<file path="config.mk">
export PLATFORM = sky130hd
export DESIGN_NAME = id_ex_stage_reg
export DESIGN_NICKNAME = d
export VERILOG_FILES = /design/src/rtl/id_ex_stage_reg_pkg.sv /design/src/rtl/id_ex_payload_slot.sv /design/src/rtl/id_ex_stage_reg.sv
export SDC_FILE = /design/constraint.sdc
export NUM_CORES = 1
export LEC_CHECK = 0
export BUFFER_PORTS_ARGS = -buffer_cell sky130_fd_sc_hd__buf_4
export CORE_MARGIN = 8
export CORE_UTILIZATION = 48
export DETAILED_ROUTE_END_ITERATION = 7
export PLACE_DENSITY = 0.85
export REMOVE_ABC_BUFFERS = 1
export SKIP_CTS_REPAIR_TIMING = 1
export SLEW_MARGIN = 30
export SYNTH_ARGS = -nofsm -noshare
export SYNTH_HDL_FRONTEND = slang
export SYNTH_SLANG_ARGS = --single-unit
export TNS_END_PERCENT = 50
</file>
<file path="constraint.sdc">
create_clock -name clock -period 2.65 [get_ports clock]
set_input_delay 0.1325 -clock clock [delete_from_list [all_inputs] [get_ports clock]]
set_output_delay 0.1325 -clock clock [all_outputs]
set_load 0.01 [all_outputs]
</file>
<file path="src/rtl/id_ex_stage_reg_pkg.sv">
`default_nettype none
// +----------------------------------------------------------------------+
// | id_ex_stage_reg_pkg                                                  |
// | Shared constants and bubble helper for the ID/EX pipeline register.  |
// | Revision: 1.0                                                        |
// +----------------------------------------------------------------------+
package id_ex_stage_reg_pkg;

  // addi x0,x0,0 opcode used for every bubble
  localparam logic [6:0] NOP_OPCODE       = 7'b0010011;
  localparam int unsigned MAX_PAYLOAD_BITS = 1024;

  // Opcode sits in the top seven bits of the packed payload; all else is zero.
  function automatic logic [MAX_PAYLOAD_BITS-1:0] bubble_bits(input int unsigned width);
    logic [MAX_PAYLOAD_BITS-1:0] v;
    v = '0;
    v[width-1 -: 7] = NOP_OPCODE;
    return v;
  endfunction

endpackage
`default_nettype wire

</file>
<file path="src/rtl/id_ex_payload_slot.sv">
`default_nettype none
// +----------------------------------------------------------------------+
// | id_ex_payload_slot                                                   |
// | One valid + payload register with load, clear-to-bubble and hold.    |
// | Revision: 1.0                                                        |
// +----------------------------------------------------------------------+
module id_ex_payload_slot #(
  parameter int unsigned      WIDTH  = 8,
  parameter logic [WIDTH-1:0] BUBBLE = '0
) (
  input  logic             clock,
  input  logic             reset,
  input  logic             load,
  input  logic             clear,
  input  logic [WIDTH-1:0] d,
  output logic             valid,
  output logic [WIDTH-1:0] q
);

  logic             r_valid;
  logic [WIDTH-1:0] r_payload;

  always_ff @(posedge clock or negedge reset) begin
    if (!reset) begin
      r_valid   <= 1'b0;
      r_payload <= BUBBLE;
    end else if (clear) begin
      r_valid   <= 1'b0;
      r_payload <= BUBBLE;
    end else if (load) begin
      r_valid   <= 1'b1;
      r_payload <= d;
    end
  end

  assign valid = r_valid;
  assign q     = r_payload;

endmodule
`default_nettype wire

</file>
<file path="src/rtl/id_ex_stage_reg.sv">
`default_nettype none
// +----------------------------------------------------------------------+
// | id_ex_stage_reg                                                      |
// | ID/EX pipeline register: valid/ready, flush-to-NOP, stall counter.   |
// | Optional skid entry (registered id_ready) under `ID_EX_SKID_EN.      |
// | Revision: 1.0                                                        |
// +----------------------------------------------------------------------+
module id_ex_stage_reg
  import id_ex_stage_reg_pkg::*;
#(
  parameter int CORE           = 0,
  parameter int ADDRESS_BITS   = 20,
  parameter int DATA_WIDTH     = 32,
  parameter int STALL_CNT_BITS = 16
) (
  input  logic                      clock,
  input  logic                      reset,
  input  logic                      flush,
  input  logic                      id_valid,
  output logic                      id_ready,
  input  logic [6:0]                id_opcode,
  input  logic [2:0]                id_funct3,
  input  logic [6:0]                id_funct7,
  input  logic [DATA_WIDTH-1:0]     id_rs1_data,
  input  logic [DATA_WIDTH-1:0]     id_rs2_data,
  input  logic [4:0]                id_rd,
  input  logic [DATA_WIDTH-1:0]     id_extend_imm,
  input  logic [ADDRESS_BITS-1:0]   id_branch_target,
  input  logic [ADDRESS_BITS-1:0]   id_JAL_target,
  input  logic [1:0]                cu_extend_sel,
  output logic                      ex_valid,
  input  logic                      ex_ready,
  output logic [6:0]                ex_opcode,
  output logic [2:0]                ex_funct3,
  output logic [6:0]                ex_funct7,
  output logic [DATA_WIDTH-1:0]     ex_rs1_data,
  output logic [DATA_WIDTH-1:0]     ex_rs2_data,
  output logic [4:0]                ex_rd,
  output logic [DATA_WIDTH-1:0]     ex_extend_imm,
  output logic [ADDRESS_BITS-1:0]   ex_branch_target,
  output logic [ADDRESS_BITS-1:0]   ex_JAL_target,
  output logic [1:0]                ex_extend_sel,
  output logic [STALL_CNT_BITS-1:0] stall_count
);

  typedef struct packed {
    logic [6:0]              opcode;
    logic [2:0]              funct3;
    logic [6:0]              funct7;
    logic [DATA_WIDTH-1:0]   rs1_data;
    logic [DATA_WIDTH-1:0]   rs2_data;
    logic [4:0]              rd;
    logic [DATA_WIDTH-1:0]   extend_imm;
    logic [ADDRESS_BITS-1:0] branch_target;
    logic [ADDRESS_BITS-1:0] jal_target;
    logic [1:0]              extend_sel;
  } id_ex_payload_t;

  localparam int unsigned c_payload_bits = $bits(id_ex_payload_t);
  localparam logic [c_payload_bits-1:0] c_bubble =
    c_payload_bits'(bubble_bits(c_payload_bits));

  if (CORE < 0 || c_payload_bits > MAX_PAYLOAD_BITS) begin : g_param_check
    $error("id_ex_stage_reg: CORE must be non-negative and payload must fit MAX_PAYLOAD_BITS");
  end

  id_ex_payload_t w_id_payload;
  id_ex_payload_t w_main_d;
  id_ex_payload_t w_main_q;
  logic           w_main_valid;
  logic           w_main_load;
  logic           w_main_clear;
  logic           w_main_free;
  logic           w_accept;
  logic           w_consume;

  assign w_id_payload = {id_opcode, id_funct3, id_funct7, id_rs1_data, id_rs2_data,
                         id_rd, id_extend_imm, id_branch_target, id_JAL_target,
                         cu_extend_sel};

  assign w_consume   = w_main_valid & ex_ready;
  assign w_main_free = ~w_main_valid | ex_ready;

`ifdef ID_EX_SKID_EN
  id_ex_payload_t w_skid_q;
  logic           w_skid_valid;
  logic           w_skid_load;
  logic           w_skid_clear;

  // Skid drains into main before any new input is taken.
  assign id_ready     = ~w_skid_valid;
  assign w_accept     = id_valid & id_ready;
  assign w_main_d     = w_skid_valid ? w_skid_q : w_id_payload;
  assign w_main_load  = ~flush & w_main_free & (w_skid_valid | w_accept);
  assign w_main_clear = flush | (w_consume & ~w_skid_valid & ~w_accept);
  assign w_skid_load  = ~flush & w_accept & ~w_main_free;
  assign w_skid_clear = flush | (w_skid_valid & w_main_free);

  id_ex_payload_slot #(
    .WIDTH  (c_payload_bits),
    .BUBBLE (c_bubble)
  ) u_skid (
    .clock (clock),
    .reset (reset),
    .load  (w_skid_load),
    .clear (w_skid_clear),
    .d     (w_id_payload),
    .valid (w_skid_valid),
    .q     (w_skid_q)
  );
`else
  assign id_ready     = w_main_free;
  assign w_accept     = id_valid & id_ready;
  assign w_main_d     = w_id_payload;
  assign w_main_load  = ~flush & w_accept;
  assign w_main_clear = flush | (w_consume & ~w_accept);
`endif

  id_ex_payload_slot #(
    .WIDTH  (c_payload_bits),
    .BUBBLE (c_bubble)
  ) u_main (
    .clock (clock),
    .reset (reset),
    .load  (w_main_load),
    .clear (w_main_clear),
    .d     (w_main_d),
    .valid (w_main_valid),
    .q     (w_main_q)
  );

  logic [STALL_CNT_BITS-1:0] r_stall_count;

  always_ff @(posedge clock or negedge reset) begin
    if (!reset) begin
      r_stall_count <= '0;
    end else if (w_main_valid & ~ex_ready & ~flush & ~(&r_stall_count)) begin
      r_stall_count <= r_stall_count + 1'b1;
    end
  end

  assign stall_count      = r_stall_count;
  assign ex_valid         = w_main_valid;
  assign ex_opcode        = w_main_q.opcode;
  assign ex_funct3        = w_main_q.funct3;
  assign ex_funct7        = w_main_q.funct7;
  assign ex_rs1_data      = w_main_q.rs1_data;
  assign ex_rs2_data      = w_main_q.rs2_data;
  assign ex_rd            = w_main_q.rd;
  assign ex_extend_imm    = w_main_q.extend_imm;
  assign ex_branch_target = w_main_q.branch_target;
  assign ex_JAL_target    = w_main_q.jal_target;
  assign ex_extend_sel    = w_main_q.extend_sel;

endmodule
`default_nettype wire

</file>
==> results.toml, run 1 <==
[floorplanning]
core_sq_mm = 0.0132
rows = 42
top_level_ports = 343
start_util = 0.488
die_area_sq_mm = 0.0174
die_w_microns = 132
die_h_microns = 132

[worst_hold_path]
holdCritPathClass = "input port to flip-flop"

[cells_and_area]
final_nets = 1094
ff_latch_area_sq_mm = 0.00443
fin_util = 0.868
n_fill_cell = 530
multi_input_comb_area_sq_mm = 0.00186
finalNonFillerCells = 1118
area_growth_pct = 77.7
drive_gt1_frac = 0.410

[logic_synthesis]
synth_warnings = 0
syn_inst = 433
syn_area_per_cell_sq_um = 14.9
ys_types = 31
netlist_area_sq_mm = 0.00644
ys_ff_latch = 177
ys_seq_area_frac = 0.688

[placed_design]
gp_congestion = 0.828
place_inst = 923
port_buffers = 342
place_ws_ps = 750
dpl.hpwl_mm = 15.6

[sta]
clock_skew_ps = 14.9
min_period_over_period = 0.808
slew_violations = 0
slew_headroom = 0.541
worst_slew_pin_slew_ps = 689
hold_viol = 0
fmax_mhz = 467
setup_viol = 0
rsz0062_at_grt = "no"
fin_crit_ps = 2140
worst_slack_ps = 509

[routing]
wirelength_mm = 29.0
drtIter0Drc = 599
first_pass_iters = 6
viasPerCell = 5.74
dr_total_vias = 6416
wl_per_cell_microns = 25.9
ant_nets = 0
drc_errors = 0

[critical_path]
crit_path_cell_trace = "ha_1 > nand3_1 > o41ai_4 > nor3_1 > xor2_1"
cp_top_family = "compound AO/OA/AOI/OAI gates"
slowest_delay_ps = 660
cp-end-kind = "flip-flop"
worstSetupPathType = "flip-flop to flip-flop"
worst-path-max-fanout = 9
crit_arrival_ps = 2420
crit_buf_inv = 0
critPathLaunchType = "flip-flop"
cp.required_ps = 2930
cp_slowest_cell = "o41ai_4"

[cts]
cts_root_buf = "clkbuf_16"
cts_made_buffers = 17
cts.sinks = 177
cts_tree = "done"
clk_transition_reported_paths_ps = 70
h-tree-depth = 4
clock_latency_ps = 430
cts_buffer_depth = 2

[global_route]
grt_start_max_net_pins = 109
grt_overflow_total = 0
antenna_found_initial = 3
grtUsageTotal = 0.243
grt_pass1_vias = 5813
grt_pass1_wl_mm = 33.0

[outcome]
outcome = "complete, no violations"

[power]
p_leak_nw = 5.88
power_density_mw_per_mm2 = 613
irDropWorstVdd_mv = 0.545
power_mw = 7.02

[job]
drv_cap = 0
## cell usage after synthesis (all sizes together)
cell | count | area share
nor3 | 5 | 0.0039
nand3b | 2 | 0.0023
nor2 | 5 | 0.0029
nor4 | 1 | 0.0019
mux2 | 1 | 0.0023
nand2 | 4 | 0.0023
xnor2 | 7 | 0.0095
a22o | 157 | 0.21
o21ai | 2 | 0.0016
ha | 1 | 0.0019
nor2b | 1 | 0.00097
or3 | 1 | 0.0012
nor3b | 2 | 0.0031
xor2 | 8 | 0.011
buf | 22 | 0.016
nand2b | 2 | 0.0019
clkbuf | 12 | 0.0070
and3 | 2 | 0.0019
nand4 | 6 | 0.0082
o41ai | 1 | 0.0043
dfrtp | 174 | 0.68
nand3 | 5 | 0.0039
inv | 3 | 0.0017
dfstp | 3 | 0.012
o2111ai | 1 | 0.0014
and4 | 1 | 0.0014
o22a | 3 | 0.0041
or3b | 1 | 0.0014
## report_power, final
part           total, mW  leakage, nW  switching, mW  internal [mW]
combinational       1.23         3.23          0.552          0.675
clock               2.74        0.292           1.08           1.67
sequential          3.05         2.36          0.170           2.88
total               7.02         5.88           1.80           5.22
## kinds of logic after synthesis
| kind of cell | Yosys count | share of synthesized area |
|---|---|---|
| adder cells (fa/ha/maj) | 1 | 0.00194 |
| multiplexers | 1 | 0.00233 |
| AND/OR/NAND/NOR | 38 | 0.0373 |
| AO/OA/AOI/OAI | 164 | 0.225 |
| buffers and inverters | 37 | 0.0251 |
| XOR/XNOR | 15 | 0.0204 |
| flip-flops | 177 | 0.688 |
## through the flow
| stage | hold WS [ps] | setup TNS, ps | instance area (sq um) |
|---|---|---|---|
| 6_report | 71.8 | 0 | 11400 |
| 4_1_cts | -260 | 0 | 9810 |
| 5_1_grt | 73.9 | 0 | 11400 |
| 2_1_floorplan | -163 | -610130 | 6290 |
| 3_3_place_gp | 180 | 0 | 9190 |
| 3_5_place_dp | 192 | 0 | 9190 |
## path summary, 6_finish.rpt
kind                                            start                          to  slack, ps  cells past startpoint
hold reg to reg              u_main.q[81]$_DFFE_PN0P_    u_main.q[81]$_DFFE_PN0P_        510                      1
setup reg to reg           stall_count[0]$_DFFE_PN0P_  stall_count[9]$_DFFE_PN0P_        510                      5
max in group asynchronous                       reset   u_main.q[146]$_DFFE_PN0P_       1560                      3
hold / removal                               id_valid    u_main.valid$_DFFE_PN0P_         70                      3
min in group asynchronous                       reset    u_main.q[39]$_DFFE_PN0P_        280                      2
setup / recovery           stall_count[0]$_DFFE_PN0P_  stall_count[9]$_DFFE_PN0P_        510                      5
## area by class of cell
cell class,instances,share of cell area
timing repair buffer,510,0.375
inverter,3,0.000984
multi-input combinational,219,0.163
antenna,3,0.000656
clock buffer,20,0.0382
sequential,177,0.387
tap,176,0.0192
clock inverter,10,0.0163
## per-layer routing
metal | vias up | track usage | share of wire
met4 | 0 | 0.112 | 0.048
met2 | 423 | 0.404 | 0.52
li1 | 2649 | - | -
met3 | 99 | 0.0995 | 0.084
met1 | 3245 | 0.266 | 0.35
met5 | - | 0 | 0
## flip-flops by register name, indices dropped and copies added, names as in the netlist
register      count
u_main.valid      1
stall_count      16
u_main.q        160
## worst reg2reg max path, cell delays in order, from the launching register on
cell and delay [ps]:
dfrtp_1 470, ha_1 270, nand3_1 240, o41ai_4 660, nor3_1 170, xor2_1 200
## cells in the final DEF, fill, tap and decap left out, types with 2 or more instances in the layout
master / count
nor3_1: 5
nand3b_1: 2
bufinv_16: 5
clkbuf_1: 3
inv_1: 3
dfrtp_1: 174
buf_4: 343
dlygate4sd3_1: 162
dfstp_2: 3
nand3_1: 5
clkinvlp_4: 3
o21ai_0: 2
clkbuf_16: 17
nand4_1: 5
nand2_1: 4
a22o_1: 157
o22a_1: 3
xor2_1: 8
nor2_1: 5
diode_2: 3
buf_12: 4
xnor2_1: 7
and3_1: 2
nand2b_1: 2
Note: power is estimated with default switching activity, not from simulation.
==> run 2, diff against run 1 <==
CORE_UTILIZATION = 45   (was 48)
PLACE_DENSITY = 0.8   (was 0.85)
clock period = 2 ns   (was 2.65 ns; I/O delays follow)
==> results.toml, run 2 (same netlist as run 1, synthesis figures left out) <==
[sta]
fin_crit_ps = 1850
clock_skew_ps = 10.1
setup_viol = 0
fmax_mhz = 542
slew_violations = 0
min_period_over_period = 0.923
rsz0062_at_grt = "no"
hold_viol = 0
slew_headroom = 0.662
whs_ps = 32.2
worst_slew_pin_slew_ps = 507
finalSetupTns_ps = 0

[global_route]
grt_pass1_vias = 5613
grt_start_max_net_pins = 90
grt_overflow_total = 0
grtUsageTotal = 0.227
antenna_found_initial = 3
grt_pass1_wl_mm = 32.3

[cells_and_area]
n_fill_cell = 662
area_growth_pct = 78.9
finalNonFillerCells = 1131
final_common_cell = "buf_4"
ff_latch_area_sq_mm = 0.00443
drive_gt1_frac = 0.418
final_cell_mix = "buf_4, dfrtp_1, dlygate4sd3_1, a22o_1, clkbuf_16"
final_nets = 1101
largest_register_ffs = 160
multi_input_comb_area_sq_mm = 0.00186

[critical_path]
crit_arrival_ps = 2150
worst-path-max-fanout = 9
r2r-end = "stall_count[1]$_DFFE_PN0P_"
reg2regPathDepth = 5
r2r_start = "stall_count[0]$_DFFE_PN0P_"
worstSetupPathType = "flip-flop to flip-flop"
r2r_slack_ps = 150
cp-end-kind = "flip-flop"
critPathLaunchType = "flip-flop"
cp.required_ps = 2310

[power]
intPower_mw = 6.71
combPwrFrac = 0.179
clkPwrFrac = 0.377
irDropWorstVdd_mv = 0.607
p_leak_nw = 5.93
p_seq_frac = 0.444
power_density_mw_per_mm2 = 785
p_switching_mw = 2.33
sw_frac_of_total = 0.258

[cts]
cts_root_buf = "clkbuf_16"
cts.sinks = 177
h-tree-depth = 4
clk_transition_reported_paths_ps = 70
cts_buffer_depth = 2
clock_latency_ps = 420
cts_tree = "done"
cts_made_buffers = 17

[worst_hold_path]
worstHoldEndpoint = "u_main.valid$_DFFE_PN0P_"
worstHoldStart = "id_valid"
worstHoldPathCells = 3
holdCritPathClass = "input port to flip-flop"

[job]
drv_cap = 0

[routing]
wirelength_mm = 27.0
drc_errors = 0
viasPerCell = 5.52
wl_per_cell_microns = 23.9
drtIter0Drc = 483
dr_total_vias = 6241
first_pass_iters = 6
ant_nets = 0

[floorplanning]
rows = 43
top_level_ports = 343
die_area_sq_mm = 0.0184
core_sq_mm = 0.0139
die_h_microns = 136
die_w_microns = 136
start_util = 0.462

[outcome]
outcome = "complete, no violations"

[placed_design]
place_inst = 934
gp_congestion = 0.824
port_buffers = 342
dpl.hpwl_mm = 15.9
-- run 2: cell types whose count changed in the layout (fill, tap and decap cells not counted), moves of 3 or more --
cell       before  now
clkbuf_8        0    4
bufinv_16       5    2
buf_4         343  347
buf_12          4    7
-- run 2: power groups by stage --
stage,Combinational [mW],Sequential [mW],Clock [mW]
after floorplan,0.349,4.13,0
final,1.62,4.02,3.41
after global placement,1.28,4.04,0
after detailed placement,1.31,4.05,0
after global routing,1.72,4.04,3.61
after CTS,1.32,3.99,3.41
-- run 2: worst max-delay path, stage by stage (launching register included) --
cell and delay, ps:
dfrtp_1 440, ha_1 230, nand3_1 200, o41ai_4 340
buf_4 220, mux2_4 300
-- run 2: layout make-up --
type | count | area share
tap | 180 | 0.0195
clock buffer | 22 | 0.0420
antenna | 3 | 0.000651
inverter | 3 | 0.000977
clock inverter | 10 | 0.0107
sequential | 177 | 0.385
multi-input combinational | 219 | 0.161
timing repair buffer | 517 | 0.380
-- run 2: metrics by stage --
step / area, sq um / util / power (mW) / setup slack [ps]
floorplan: 6290 / - / 4.48 / -4540
global placement: 9290 / 0.666 / 5.32 / 297
detailed placement: 9290 / 0.666 / 5.36 / 210
CTS: 9890 / 0.710 / 8.72 / 187
global route: 11500 / 0.827 / 9.37 / 47.0
finish: 11500 / 0.827 / 9.05 / 154
-- run 2: worst max-delay path by stage --
stage / endpoint / cells past startpoint / startpoint
after floorplan: u_main.q[0]$_DFFE_PN0P_ / 4 / u_main.valid$_DFFE_PN0P_
after global placement: stall_count[1]$_DFFE_PN0P_ / 5 / stall_count[0]$_DFFE_PN0P_
after detailed placement: stall_count[1]$_DFFE_PN0P_ / 5 / stall_count[0]$_DFFE_PN0P_
after CTS: stall_count[1]$_DFFE_PN0P_ / 5 / stall_count[0]$_DFFE_PN0P_
after global routing: stall_count[5]$_DFFE_PN0P_ / 5 / u_main.valid$_DFFE_PN0P_
final: stall_count[1]$_DFFE_PN0P_ / 5 / stall_count[0]$_DFFE_PN0P_
-- run 2: metal layers --
| layer | track usage | wire, microns |
|---|---|---|
| met5 | 0 | 0 |
| met4 | 0.0895 | 703 |
| met3 | 0.0957 | 2600 |
| met2 | 0.368 | 14200 |
| met1 | 0.260 | 9580 |
